$ cat src/rtl/fp_addsub_seq.sv
// fp_addsub_seq: multi-cycle parametrised floating-point adder/subtractor.
// Fixed five-state sequence with RNE rounding, flush-to-zero inputs and exception flags.
module fp_addsub_seq #(
  parameter int EXP_W = 8,
  parameter int MAN_W = 23,
  localparam int W = 1 + EXP_W + MAN_W
) (
  input  logic         clk,
  input  logic         rst_n,
  input  logic         start,
  input  logic         op,
  input  logic [W-1:0] A,
  input  logic [W-1:0] B,
  output logic [W-1:0] Y,
  output logic         ready,
  output logic         busy,
  output logic [3:0]   exc
);

  localparam int SIG_W = MAN_W + 4;
  localparam int SUM_W = MAN_W + 5;
  localparam int EXE_W = EXP_W + 2;
  localparam int LZ_W  = $clog2(SIG_W + 1);
  localparam logic [EXP_W-1:0] EXP_MAX = {EXP_W{1'b1}};
  localparam logic [W-1:0] QNAN = {1'b0, {EXP_W{1'b1}}, 1'b1, {(MAN_W-1){1'b0}}};

  typedef enum logic [2:0] {S_IDLE, S_ALIGN, S_ADDSUB, S_NORM, S_ROUND} state_t;
  state_t r_state, w_state_next;

  logic [W-1:0]     r_a, r_b;
  logic             r_op;
  logic             r_sign, r_sub, r_spec;
  logic [EXP_W-1:0] r_exp;
  logic [SIG_W-1:0] r_sig_x, r_sig_z;
  logic [W-1:0]     r_spec_y;
  logic [3:0]       r_spec_exc;
  logic [SUM_W-1:0] r_sum;
  logic [SIG_W-1:0] r_nsig;
  logic [EXE_W-1:0] r_nexp;
  logic             r_nzero;
  logic [W-1:0]     r_y;
  logic [3:0]       r_exc;
  logic             r_ready, r_busy;

  assign Y     = r_y;
  assign exc   = r_exc;
  assign ready = r_ready;
  assign busy  = r_busy;

  always_comb begin
    w_state_next = r_state;
    case (r_state)
      S_IDLE:   if (start) w_state_next = S_ALIGN;
      S_ALIGN:  w_state_next = S_ADDSUB;
      S_ADDSUB: w_state_next = S_NORM;
      S_NORM:   w_state_next = S_ROUND;
      S_ROUND:  w_state_next = S_IDLE;
      default:  w_state_next = S_IDLE;
    endcase
  end

  // ---------------- ALIGN: unpack, order by magnitude, align smaller operand
  logic             w_sa, w_sb, w_a_nan, w_b_nan, w_a_inf, w_b_inf;
  logic             w_swap, w_sx, w_sz, w_far, w_z_lost, w_spec;
  logic [EXP_W-1:0] w_ea, w_eb, w_ex, w_ez, w_diff;
  logic [W-2:0]     w_mag_a, w_mag_b, w_mx, w_mz;
  logic [SIG_W-1:0] w_sig_x, w_sig_z, w_z_shr, w_sig_z_al;
  logic [W-1:0]     w_spec_y;
  logic [3:0]       w_spec_exc;

  assign w_sa    = r_a[W-1];
  assign w_sb    = r_b[W-1] ^ r_op;
  assign w_ea    = r_a[W-2 -: EXP_W];
  assign w_eb    = r_b[W-2 -: EXP_W];
  assign w_a_nan = (w_ea == EXP_MAX) && (r_a[MAN_W-1:0] != '0);
  assign w_b_nan = (w_eb == EXP_MAX) && (r_b[MAN_W-1:0] != '0);
  assign w_a_inf = (w_ea == EXP_MAX) && (r_a[MAN_W-1:0] == '0);
  assign w_b_inf = (w_eb == EXP_MAX) && (r_b[MAN_W-1:0] == '0);
  assign w_spec  = w_a_nan | w_b_nan | w_a_inf | w_b_inf;

  // A zero exponent field (zero or subnormal) collapses to an all-zero magnitude.
  assign w_mag_a = (w_ea == '0) ? '0 : r_a[W-2:0];
  assign w_mag_b = (w_eb == '0) ? '0 : r_b[W-2:0];
  assign w_swap  = w_mag_b > w_mag_a;
  assign w_sx    = w_swap ? w_sb : w_sa;
  assign w_sz    = w_swap ? w_sa : w_sb;
  assign w_mx    = w_swap ? w_mag_b : w_mag_a;
  assign w_mz    = w_swap ? w_mag_a : w_mag_b;
  assign w_ex    = w_mx[W-2 -: EXP_W];
  assign w_ez    = w_mz[W-2 -: EXP_W];
  assign w_sig_x = {w_ex != '0, w_mx[MAN_W-1:0], 3'b000};
  assign w_sig_z = {w_ez != '0, w_mz[MAN_W-1:0], 3'b000};

  assign w_diff     = w_ex - w_ez;
  assign w_z_shr    = w_sig_z >> w_diff;
  assign w_z_lost   = (w_z_shr << w_diff) != w_sig_z;
  assign w_far      = {{(32-EXP_W){1'b0}}, w_diff} >= 32'(MAN_W + 3);
  assign w_sig_z_al = w_far ? {{(SIG_W-1){1'b0}}, |w_sig_z}
                            : {w_z_shr[SIG_W-1:1], w_z_shr[0] | w_z_lost};

  always_comb begin
    w_spec_y   = '0;
    w_spec_exc = 4'b0000;
    if (w_a_nan || w_b_nan) begin
      w_spec_y = QNAN;
    end else if (w_a_inf && w_b_inf && (w_sa != w_sb)) begin
      w_spec_y   = QNAN;
      w_spec_exc = 4'b1000;
    end else if (w_a_inf) begin
      w_spec_y = {w_sa, EXP_MAX, {MAN_W{1'b0}}};
    end else begin
      w_spec_y = {w_sb, EXP_MAX, {MAN_W{1'b0}}};
    end
  end

  // ---------------- NORM: carry right-shift or leading-zero left-shift
  logic [LZ_W-1:0]  w_lzc;
  logic [SIG_W-1:0] w_nsig;
  logic [EXE_W-1:0] w_nexp;

  always_comb begin
    w_lzc = LZ_W'(SIG_W);
    for (int i = 0; i < SIG_W; i++) begin
      if (r_sum[i]) w_lzc = LZ_W'(SIG_W - 1 - i);
    end
  end

  always_comb begin
    if (r_sum[SUM_W-1]) begin
      w_nsig = {r_sum[SUM_W-1:2], r_sum[1] | r_sum[0]};
      w_nexp = {2'b00, r_exp} + EXE_W'(1);
    end else begin
      w_nsig = r_sum[SIG_W-1:0] << w_lzc;
      w_nexp = {2'b00, r_exp} - {{(EXE_W-LZ_W){1'b0}}, w_lzc};
    end
  end

  // ---------------- ROUND: nearest-even on G/R/S, then range checks
  logic             w_inexact, w_rup, w_ovf, w_unf, w_zero_sign;
  logic [MAN_W+1:0] w_mant;
  logic [EXE_W-1:0] w_rexp;
  logic [MAN_W-1:0] w_rfrac;
  logic [W-1:0]     w_res_y;
  logic [3:0]       w_res_exc;

  assign w_inexact   = |r_nsig[2:0];
  assign w_rup       = r_nsig[2] & (r_nsig[1] | r_nsig[0] | r_nsig[3]);
  assign w_mant      = {1'b0, r_nsig[SIG_W-1:3]} + {{(MAN_W+1){1'b0}}, w_rup};
  assign w_rexp      = r_nexp + {{(EXE_W-1){1'b0}}, w_mant[MAN_W+1]};
  assign w_rfrac     = w_mant[MAN_W+1] ? w_mant[MAN_W:1] : w_mant[MAN_W-1:0];
  assign w_unf       = r_nexp[EXE_W-1] || (r_nexp == '0);
  assign w_ovf       = !w_rexp[EXE_W-1] && (w_rexp[EXE_W-2:0] >= {1'b0, EXP_MAX});
  // Cancellation gives +0; only two same-signed zeros keep their sign.
  assign w_zero_sign = r_sub ? 1'b0 : r_sign;

  always_comb begin
    w_res_y   = {r_sign, w_rexp[EXP_W-1:0], w_rfrac};
    w_res_exc = {3'b000, w_inexact};
    if (r_spec) begin
      w_res_y   = r_spec_y;
      w_res_exc = r_spec_exc;
    end else if (r_nzero) begin
      w_res_y   = {w_zero_sign, {(W-1){1'b0}}};
      w_res_exc = 4'b0000;
    end else if (w_unf) begin
      w_res_y   = {r_sign, {(W-1){1'b0}}};
      w_res_exc = 4'b0011;
    end else if (w_ovf) begin
      w_res_y   = {r_sign, EXP_MAX, {MAN_W{1'b0}}};
      w_res_exc = 4'b0101;
    end
  end

  // ---------------- registers
  always_ff @(posedge clk) begin
    if (!rst_n) r_state <= S_IDLE;
    else        r_state <= w_state_next;
  end

  always_ff @(posedge clk) begin
    if (!rst_n) begin
      r_y     <= '0;
      r_exc   <= 4'b0000;
      r_ready <= 1'b0;
      r_busy  <= 1'b0;
    end else begin
      r_ready <= 1'b0;
      case (r_state)
        S_IDLE:  if (start) r_busy <= 1'b1;
        S_ROUND: begin
          r_y     <= w_res_y;
          r_exc   <= w_res_exc;
          r_ready <= 1'b1;
          r_busy  <= 1'b0;
        end
        default: ;
      endcase
    end
  end

  // Datapath registers are only consumed in the state after they are loaded.
  always_ff @(posedge clk) begin
    case (r_state)
      S_IDLE: if (start) begin
        r_a  <= A;
        r_b  <= B;
        r_op <= op;
      end
      S_ALIGN: begin
        r_sign     <= w_sx;
        r_sub      <= w_sx ^ w_sz;
        r_exp      <= w_ex;
        r_sig_x    <= w_sig_x;
        r_sig_z    <= w_sig_z_al;
        r_spec     <= w_spec;
        r_spec_y   <= w_spec_y;
        r_spec_exc <= w_spec_exc;
      end
      S_ADDSUB: r_sum <= r_sub ? ({1'b0, r_sig_x} - {1'b0, r_sig_z})
                               : ({1'b0, r_sig_x} + {1'b0, r_sig_z});
      S_NORM: begin
        r_nsig  <= w_nsig;
        r_nexp  <= w_nexp;
        r_nzero <= (r_sum == '0);
      end
      default: ;
    endcase
  end

endmodule

$ cat config.mk
export PLATFORM = sky130hd
export DESIGN_NAME = fp_addsub_seq
export DESIGN_NICKNAME = d
export VERILOG_FILES = /design/src/rtl/fp_addsub_seq.sv
export SDC_FILE = /design/constraint.sdc
export NUM_CORES = 1
export LEC_CHECK = 0
export CORE_AREA = 5 5 201 203
export CTS_CLUSTER_SIZE = 40
export DETAILED_ROUTE_END_ITERATION = 16
export DIE_AREA = 0 0 206 208
export PLACE_DENSITY = 0.72
export SLEW_MARGIN = 15
export SYNTH_ARGS = -nofsm -noshare
export SYNTH_HDL_FRONTEND = slang
export SYNTH_SLANG_ARGS = --single-unit
$ cat constraint.sdc
create_clock -name clk -period 10.2 [get_ports clk]
set_input_delay 1.02 -clock clk [delete_from_list [all_inputs] [get_ports clk]]
set_output_delay 1.02 -clock clk [all_outputs]
set_load 0.1 [all_outputs]
==> flow_summary.toml <==
[status]
status = "finished, final reports clean"

[clock_network]
cts_root_buf = "clkbuf_16"
post_cts_buffers = 0
cts_hold_buf = 0
numCtsBuffers = 28
clock_path_buffers = 3
cts-resized-gates = 0
h-tree-depth = 1
clkTransAtPathRegs_ps = 60
numClockSinks = 237
cts_tree = "yes"
clk_latency_ps = 600

[sta]
setup_tns_ps = 0
rsz0062_at_grt = "no"
setup_viol = 0
fmax_mhz = 108
hold_ws_ps = 473
tightest_slew_ps = 1070
layout_setup_ws_ps = 960
finalCritPeriodShare_pct = 90.6
fin_crit_ps = 9240
timing.slew.headroom_pct = 28.2
clock_skew_ps = 50.7
slew_violations = 0
finalHoldViolCount = 0

[placed_design]
pre_cts_ws_ps = 1370
gp_congestion = 1.03
dpl.hpwl_um = 53000
io_buffers = 105

[detailed_routing]
first_pass_iters = 6
ant_nets = 0
drtIter0Drc = 2043
post_drt_wl_per_cell_um = 24.8
via_count = 17932
routed_wl_um = 68200
routed_via_density = 6.52
route.detailed.drc = 0

[die]
core-area_um2 = 38300
io_pins = 106
rows = 72
start_util_pct = 49.3
die_h_um = 208
die_w_um = 206
die_area_um2 = 42800

[power]
ir_worst_vdd_mv = 0.141
power.density_nw_per_um2 = 194
p_total_w = 0.00414
leakage_nw = 8.03

[yosys]
ys_warn_count = 0
synthCells = 2163
synth-compound-area-share_pct = 23.0
synthDominantCellAreaShare_pct = 31.2
synthAdderAreaFrac_pct = 6.18
synth_xor_area_share_pct = 3.00
yosysMostFrequentCell = "nand2_1"
avgSynthCellArea_um2 = 8.73
yosys-top-cells-area = "edfxtp_1 (31%), ha_1 (6.0%), nand2_1 (4.5%)"
synth_fp_nets = 2323
postSynth.asyncResetShare_pct = 0
synth_seq_cells = 237
ys_top_cells_by_count = "nand2_1 (227), edfxtp_1 (196), nor2_1 (183), o21ai_0 (146), a21oi_1 (120)"
ys.flop_type = "edfxtp_1"
synthSimpleGateAreaFrac_pct = 19.2
yosys.cell_types.count = 96
synthMuxAreaShare_pct = 7.75
synth_top_cell_by_area = "edfxtp_1"
syn_area_um2 = 18900
yosysSeqAreaShare_pct = 35.5
synth_edf_count = 196
synth_top_family_by_area = "compound AO/OA/AOI/OAI gates"

[grt]
first_global_vias = 17259
grt_usage_pct = 30.7
grt_max_degree = 97
antenna_found_initial = 1
grt_overflow = 0
grt_first_pass_wirelength_um = 103000

[hold_path]
hold_path_class = "register to register"

[setup_path]
start_kind = "register"
cp.required_ps = 10590
criticalPathCategory = "register to register"
end_kind = "register"
worstPathArrival_ps = 9630
cp_max_fo = 72
rrSetupSlack_ps = 960

[cells_and_area]
final_util_pct = 55.8
drive_above_1_share_pct = 7.71
syn_to_final_growth_pct = 13.1
fin_nets = 2370

[job]
maxCapViolations = 0
per-layer routing:
layer | vias to the layer above | part of all wire [%] | track usage (%)
met5 | - | 0.019 | 0
li1 | 8234 | - | -
met2 | 837 | 47 | 50.8
met4 | 2 | 5.7 | 14.7
met3 | 216 | 7.2 | 5.11
met1 | 8643 | 40 | 39.0
layout by cell type (no fill, tap or decap), types with 24 or more instances in the layout:
cell type	n
nand2_1	227
edfxtp_1	196
nor2_1	181
o21ai_0	146
a21oi_1	120
inv_1	118
clkdlybuf4s50_1	104
ha_1	89
mux2i_1	81
nor3_1	71
nand3_1	53
buf_4	49
xnor2_1	42
dfxtp_1	41
nor2b_1	36
nor4_1	35
a211oi_1	31
o211ai_1	31
nand4_1	28
clkbuf_16	28
and2_1	26
a31oi_1	24
cell type report:
type | count | area [um^2]
diodes | 2 | 5.00
well taps | 518 | 648
flip-flops and latches | 237 | 6710
repair buffers | 154 | 1410
fillers | 3505 | 16900
multi-input cells | 1666 | 11200
clock buffers | 32 | 716
inverters | 123 | 462
clock inverters | 18 | 178
worst max-delay path, stage by stage, from the launching register on:
cell and delay, ps:
edfxtp_1 480, nor4_1 540, nand2_1 750, nand2_1 360, inv_1 110, ha_1 310, nand4_1 150, nor4_1 650
and2_1 450, a21oi_4 50, nor2_1 110, nor2_1 50, ha_2 320, buf_4 620, mux2i_1 260, nor2_1 50
mux2i_1 540, mux2i_1 200, mux2i_1 600, o21ai_0 340, and2_1 250, a22oi_1 520, nor2_1 130, o311ai_0 450
o311a_1 240, a2111oi_0 50, and4_1 200, a32oi_1 200
power breakdown:
group	leakage, nW	internal [W]	switching [W]
Combinational	5.45	0.000631	0.00130
Clock	0.430	0.000557	0.000415
Sequential	2.16	0.00116	0.0000751
flip-flops by register name (all words and copies together), names as in the netlist, 2 cells and up:
register,count
r_state,3
r_nexp,10
r_sig_x,24
r_sum,28
r_exp,8
exc,4
r_a,32
r_spec_y,2
Y,32
r_sig_z,27
r_nsig,27
r_b,32
path summary, 6_finish.rpt:
kind | from | end | cells past startpoint
worst max-delay path | r_b[27] | r_sig_z[0] | 27
worst min-delay path | exc[3] | exc[3] | 2
worst max register to register | r_b[27] | r_sig_z[0] | 27
worst min register to register | exc[3] | exc[3] | 2
per-stage QoR:
step | instance area, um^2 | cells
2_1_floorplan | 18900 | 2163
3_3_place_gp | 20500 | 2698
3_5_place_dp | 20500 | 2698
4_1_cts | 21400 | 2748
5_1_grt | 21400 | 2748
6_report | 21400 | 2750
logic make-up (layout without fill, tap and decap cells):
family	after synthesis	in the layout
compound gates	636	636
xor+xnor	63	63
fa+ha+maj	92	92
buf+inv	260	327
flops	237	237
mux	119	119
other cells	0	2
simple gates	756	756
Power figures use the tool's default switching activity.
